### src/rtl/fp_square_if.sv
// Handshake bundle for fp_square: go/in from the controller, out/done from the squarer.
interface fp_square_if #(
    parameter int WIDTH = 32
);
    logic             go;
    logic [WIDTH-1:0] in;
    logic [WIDTH-1:0] out;
    logic             done;

    // Controller side: issues go/in, observes out/done.
    modport master (
        output go,
        output in,
        input  out,
        input  done
    );

    // Squarer side.
    modport slave (
        input  go,
        input  in,
        output out,
        output done
    );
endinterface

### src/rtl/fp_square.sv
// fp_square: multi-cycle unsigned fixed-point squarer, out = (in*in) >> FRAC_WIDTH.
// Radix-2 shift-add: one multiplier bit per BUSY cycle, WIDTH BUSY cycles per operation.
// Optional macro FP_SQUARE_SATURATE_EN: clamp out to all ones when the product
// overflows the WIDTH-bit result instead of wrapping.
module fp_square #(
    parameter int WIDTH      = 32,
    parameter int INT_WIDTH  = 16,
    parameter int FRAC_WIDTH = 16
) (
    input  logic         clk,
    input  logic         reset,
    fp_square_if.slave   bus
);
    localparam int CNT_W = (WIDTH > 2) ? $clog2(WIDTH) : 1;
    localparam bit FORMAT_OK = (INT_WIDTH + FRAC_WIDTH == WIDTH);

    // Without saturation the bits above WIDTH+FRAC_WIDTH are discarded anyway, so the
    // accumulator only needs to be that wide; modular addition keeps the kept bits exact.
`ifdef FP_SQUARE_SATURATE_EN
    localparam int ACC_W = 2 * WIDTH;
`else
    localparam int ACC_W = WIDTH + FRAC_WIDTH;
`endif

    generate
        if (!FORMAT_OK) begin : g_bad_format
            $error("fp_square: INT_WIDTH + FRAC_WIDTH must equal WIDTH");
        end
    endgenerate

    typedef enum logic [1:0] {
        IDLE = 2'd0,
        BUSY = 2'd1,
        DONE = 2'd2
    } state_t;

    state_t             state_reg;
    state_t             state_next;
    logic               load;
    logic               step;
    logic               finish;

    logic [ACC_W-1:0]   mcand_reg;
    logic [WIDTH-1:0]   mplier_reg;
    logic [ACC_W-1:0]   acc_reg;
    logic [CNT_W-1:0]   cnt_reg;
    logic [WIDTH-1:0]   out_reg;
    logic               done_reg;
    logic [WIDTH-1:0]   result;

    // State register.
    always_ff @(posedge clk or posedge reset) begin
        if (reset) begin
            state_reg <= IDLE;
        end else begin
            state_reg <= state_next;
        end
    end

    // Next-state logic: accept in IDLE, run WIDTH steps, one DONE cycle.
    always_comb begin
        state_next = state_reg;
        case (state_reg)
            IDLE:    if (bus.go) state_next = BUSY;
            BUSY:    if (cnt_reg == CNT_W'(WIDTH - 1)) state_next = DONE;
            DONE:    state_next = IDLE;
            default: state_next = IDLE;
        endcase
    end

    // Datapath controls decoded from the current state.
    always_comb begin
        load   = 1'b0;
        step   = 1'b0;
        finish = 1'b0;
        case (state_reg)
            IDLE:    load   = bus.go;
            BUSY:    step   = 1'b1;
            DONE:    finish = 1'b1;
            default: ;
        endcase
    end

    // Result selection: drop the FRAC_WIDTH low bits, wrap or clamp the top.
    always_comb begin
        result = acc_reg[WIDTH+FRAC_WIDTH-1:FRAC_WIDTH];
`ifdef FP_SQUARE_SATURATE_EN
        if (|acc_reg[2*WIDTH-1:WIDTH+FRAC_WIDTH]) begin
            result = {WIDTH{1'b1}};
        end
`endif
    end

    // Shift-add datapath; mcand is shifted in place so no barrel shifter is needed.
    always_ff @(posedge clk or posedge reset) begin
        if (reset) begin
            mcand_reg  <= '0;
            mplier_reg <= '0;
            acc_reg    <= '0;
            cnt_reg    <= '0;
            out_reg    <= '0;
            done_reg   <= 1'b0;
        end else begin
            done_reg <= finish;
            if (load) begin
                mcand_reg  <= ACC_W'(bus.in);
                mplier_reg <= bus.in;
                acc_reg    <= '0;
                cnt_reg    <= '0;
            end else if (step) begin
                if (mplier_reg[0]) begin
                    acc_reg <= acc_reg + mcand_reg;
                end
                mcand_reg  <= mcand_reg << 1;
                mplier_reg <= mplier_reg >> 1;
                cnt_reg    <= cnt_reg + CNT_W'(1);
            end
            if (finish) begin
                out_reg <= result;
            end
        end
    end

    assign bus.out  = out_reg;
    assign bus.done = done_reg;
endmodule

### src/flat_wrapper.sv
// flat-port wrapper written by rule: the top's interface ports become plain ports
module fp_square_flat 
#(
    parameter int WIDTH      = 32,
    parameter int INT_WIDTH  = 16,
    parameter int FRAC_WIDTH = 16
)
  (clk, reset, bus_go, bus_in, bus_out, bus_done);
  fp_square_if #(.WIDTH(WIDTH)) bus_i ();
  input  logic clk;
  input  logic reset;
  input wire logic [$bits(bus_i.go)-1:0] bus_go;
  input wire logic [$bits(bus_i.in)-1:0] bus_in;
  output wire logic [$bits(bus_i.out)-1:0] bus_out;
  output wire logic [$bits(bus_i.done)-1:0] bus_done;
  assign bus_i.go = bus_go;
  assign bus_i.in = bus_in;
  assign bus_out = bus_i.out;
  assign bus_done = bus_i.done;
  fp_square #(.WIDTH(WIDTH), .INT_WIDTH(INT_WIDTH), .FRAC_WIDTH(FRAC_WIDTH)) u_core (.clk(clk), .reset(reset), .bus(bus_i));
endmodule
### config.mk
export PLATFORM = sky130hd
export DESIGN_NAME = fp_square_flat
export DESIGN_NICKNAME = d
export VERILOG_FILES = /design/src/rtl/fp_square_if.sv /design/src/rtl/fp_square.sv /design/src/flat_wrapper.sv
export SDC_FILE = /design/constraint.sdc
export NUM_CORES = 1
export LEC_CHECK = 0
export BUFFER_PORTS_ARGS = -buffer_cell sky130_fd_sc_hd__buf_2
export CORE_AREA = 3 3 134 136
export DETAILED_ROUTE_END_ITERATION = 16
export DIE_AREA = 0 0 137 139
export GPL_TIMING_DRIVEN = 0
export PLACE_DENSITY = 0.88
export SLEW_MARGIN = 20
export SYNTH_ARGS = -nofsm -noshare
export SYNTH_HDL_FRONTEND = slang
export SYNTH_SLANG_ARGS = --single-unit
### constraint.sdc
create_clock -name clk -period 4.6 [get_ports clk]
set_input_delay 0.23 -clock clk [delete_from_list [all_inputs] [get_ports clk]]
set_output_delay 0.23 -clock clk [all_outputs]
set_load 0.02 [all_outputs]
==> metrics.cfg <==
[status]
status = finished, final reports clean

[floorplan]
io_pins = 68
coreArea_um2 = 17100
die-area_um2 = 19000
die_w_um = 137
die_h_um = 139
initial_core_util_pct = 54.2
num_rows = 48

[clocking]
cts.htree.levels = 4
cts_resized = 0
path_clk_slew_ps = 70
cts_tree = done
clock-sinks = 168
cts.path.max_buffers = 2
post_cts_buffers = 0
cts_buffers = 17
worstSkewPairLatency_ps = 440
clock-root-buffer = clkbuf_16
cts_hold_buf = 1

[sta]
drv_slew = 0
fmax_mhz = 265
worst_pin_slew_ps = 820
relSlewSlack_pct = 44.9
min_period_ps = 3770
setup_viol = 0
holdWs_ps = 42.9
setup_tns_ps = 0
post-route-period-util_pct = 82.0
hold_viol = 0
rsz0062_at_grt = false
fin_worst_skew_ps = 8.35

[detailed_routing]
route.vias.total = 8140
drtIter0Drc = 687
drc = 0
firstDrtPassIters = 6
vias_per_cell = 5.93
drt_wl_total_um = 24300
wl_per_cell_um = 17.7
ant_nets = 0

[layout]
diodes = 0
fin_area_um2 = 10600
fillerInstances = 1423
drive_above_1_share_pct = 12.3
syn_to_final_growth_pct = 15.1
final_cells = 1372
fin_nets = 1220
fin_util_pct = 62.4

[place]
postPlaceCellArea_um2 = 10000
dp.cells = 1340
io_buffers = 67
place.gp.congestion = 0.953
dp_hpwl_um = 17900

[pwr]
power.density_nw_per_um2 = 875
vdd_drop_max_v = 0.000427
leakagePower_uw = 0.00485

[grt]
grt-ovfl-total = 0
grt.total_usage_pct = 26.0
grt_pass1_vias = 7907
grt_max_degree = 36
grt_pass1_wl_um = 39700
antenna_found_initial = 0
busiest_layer = met2
globalRouteMet2Util_pct = 41.2
met1_usage_pct = 35.1
gr-usage-met3_pct = 4.14

[worst_setup_path]
critPathArrivalTime_ps = 4140
crit_required_ps = 4960
critPathMaxFanout = 4
slowest_stage = o31ai_1
crit_top_cell = o31ai_1
cp-start-kind = register
end_kind = register
cp_slowest_stage_delay_ps = 740
cp_cell_sequence = ha_1, inv_1, fa_1, nor2b_1, o211a_1, nor3_1, o31ai_1, a31oi_1, o31ai_1, a41oi_1, xor2_1, o21ai_0
critical_path_class = register to register

[synth]
synthesis.instances = 1042
yosysWarningCount = 0
synth-seq-cells = 168
netlist_area_um2 = 9250
avgSynthCellArea_um2 = 8.88
ys_seq_area_share_pct = 45.4
synth_top_cell_area_share_pct = 45.4
async_reset_ff_share_pct = 100
yosysTopAreaCell = dfrtp_1
synthTopCellsByArea = dfrtp_1, nand2_1, ha_1, a31oi_1, o21ai_0
ys.flop_type = dfrtp_1
synthesis.nets = 1127
synth_cell_types = 53
synth_edf_count = 0

[worst_hold_path]
holdCritPathClass = primary input to register

[job]
drv_cap = 0

-- where the power goes --
| part | total (µW) | switching (µW) | internal (µW) | leakage (µW) |
|---|---|---|---|---|
| Combinational | 5170 | 3270 | 1900 | 0.00251 |
| Sequential | 2600 | 489 | 2120 | 0.00204 |
| Clock | 1540 | 605 | 939 | 0.000304 |
-- through the flow --
step / power, µW / worst slack (ps)
after floorplan: 6330 / 1780
after global placement: 7500 / 961
after detailed placement: 7660 / 968
after CTS: 9260 / 889
after global routing: 10100 / 616
final: 9320 / 826
-- Yosys cell counts, drive strengths merged (3+ instances only) --
library cell,count
o21bai,14
nand2b,4
o21a,7
nor3,8
or3,4
nor2,61
nand3,30
inv,23
xnor2,22
nand4,18
a22o,3
o211ai,6
o21ai,78
mux2i,4
a21o,12
a41oi,3
a32o,3
nand2,240
xor2,17
and2,5
and3,4
o221ai,4
o31ai,4
dfrtp,168
clkbuf,61
nor2b,4
mux2,33
a21boi,3
ha,49
a31oi,63
a21oi,62
-- metal layers --
metal,part of all wire [%],up-vias
met4,4.0,0
li1,-,3868
met2,47,325
met1,43,3866
met3,5.7,81
met5,0,-
-- worst paths after layout --
check / start / cells after the start / slack (ps) / to
hold / removal: bus_in[31] / 3 / 40 / u_core.mplier_reg[31]
hold reg to reg: u_core.acc_reg[5] / 2 / 490 / u_core.acc_reg[5]
max in group asynchronous: reset / 7 / 3120 / u_core.bus.out[21]
setup / recovery: u_core.mcand_reg[0] / 12 / 830 / u_core.acc_reg[44]
min in group asynchronous: reset / 3 / 380 / u_core.mplier_reg[15]
setup reg to reg: u_core.mcand_reg[0] / 12 / 830 / u_core.acc_reg[44]
-- critical path, delay by kind of cell (launching register included) --
family	cells	cell delay (ps)
AOI/OAI and AO/OA	6	2130
adders and majority gates	2	630
DFF	1	380
and+or+nand+nor	2	250
xor gates and xnor gates	1	230
buffers and inverters	1	70
-- cells by family (layout without fill, tap and decap cells) --
family	after synthesis	in the layout	synth area share, %
flip-flops	168	168	45.4
XOR/XNOR	39	39	3.69
buffers and inverters	86	191	3.49
AO/OA/AOI/OAI	277	277	18.6
AND/OR/NAND/NOR	385	385	17.5
adder cells (fa/ha/maj)	50	50	6.84
multiplexers	37	37	4.45
-- cell usage in the layout, fill, tap and decap left out, drive strengths merged, types with 4 or more instances in the layout --
master	synthesis	layout
a21o	12	12
a21oi	62	62
a31oi	63	63
and2	5	5
and3	4	4
buf	2	75
bufinv	0	4
clkbuf	61	82
dfrtp	168	168
ha	49	49
inv	23	24
mux2	33	33
mux2i	4	4
nand2	240	240
nand2b	4	4
nand3	30	30
nand4	18	18
nor2	61	61
nor2b	4	4
nor3	8	8
o211ai	6	6
o21a	7	7
o21ai	78	78
o21bai	14	14
o221ai	4	4
o31ai	4	4
or3	4	4
xnor2	22	22
xor2	17	17
-- area by class of cell --
class / count / area (µm²) / area share, %
tap: 225 / 282 / 2.64
timing repair buffer: 74 / 480 / 4.51
sequential: 168 / 4200 / 39.5
multi-input combinational: 788 / 4730 / 44.4
clock inverter: 10 / 168 / 1.57
buffer: 63 / 236 / 2.22
inverter: 23 / 90.1 / 0.846
clock buffer: 21 / 460 / 4.32
Power figures use the tool's default switching activity.
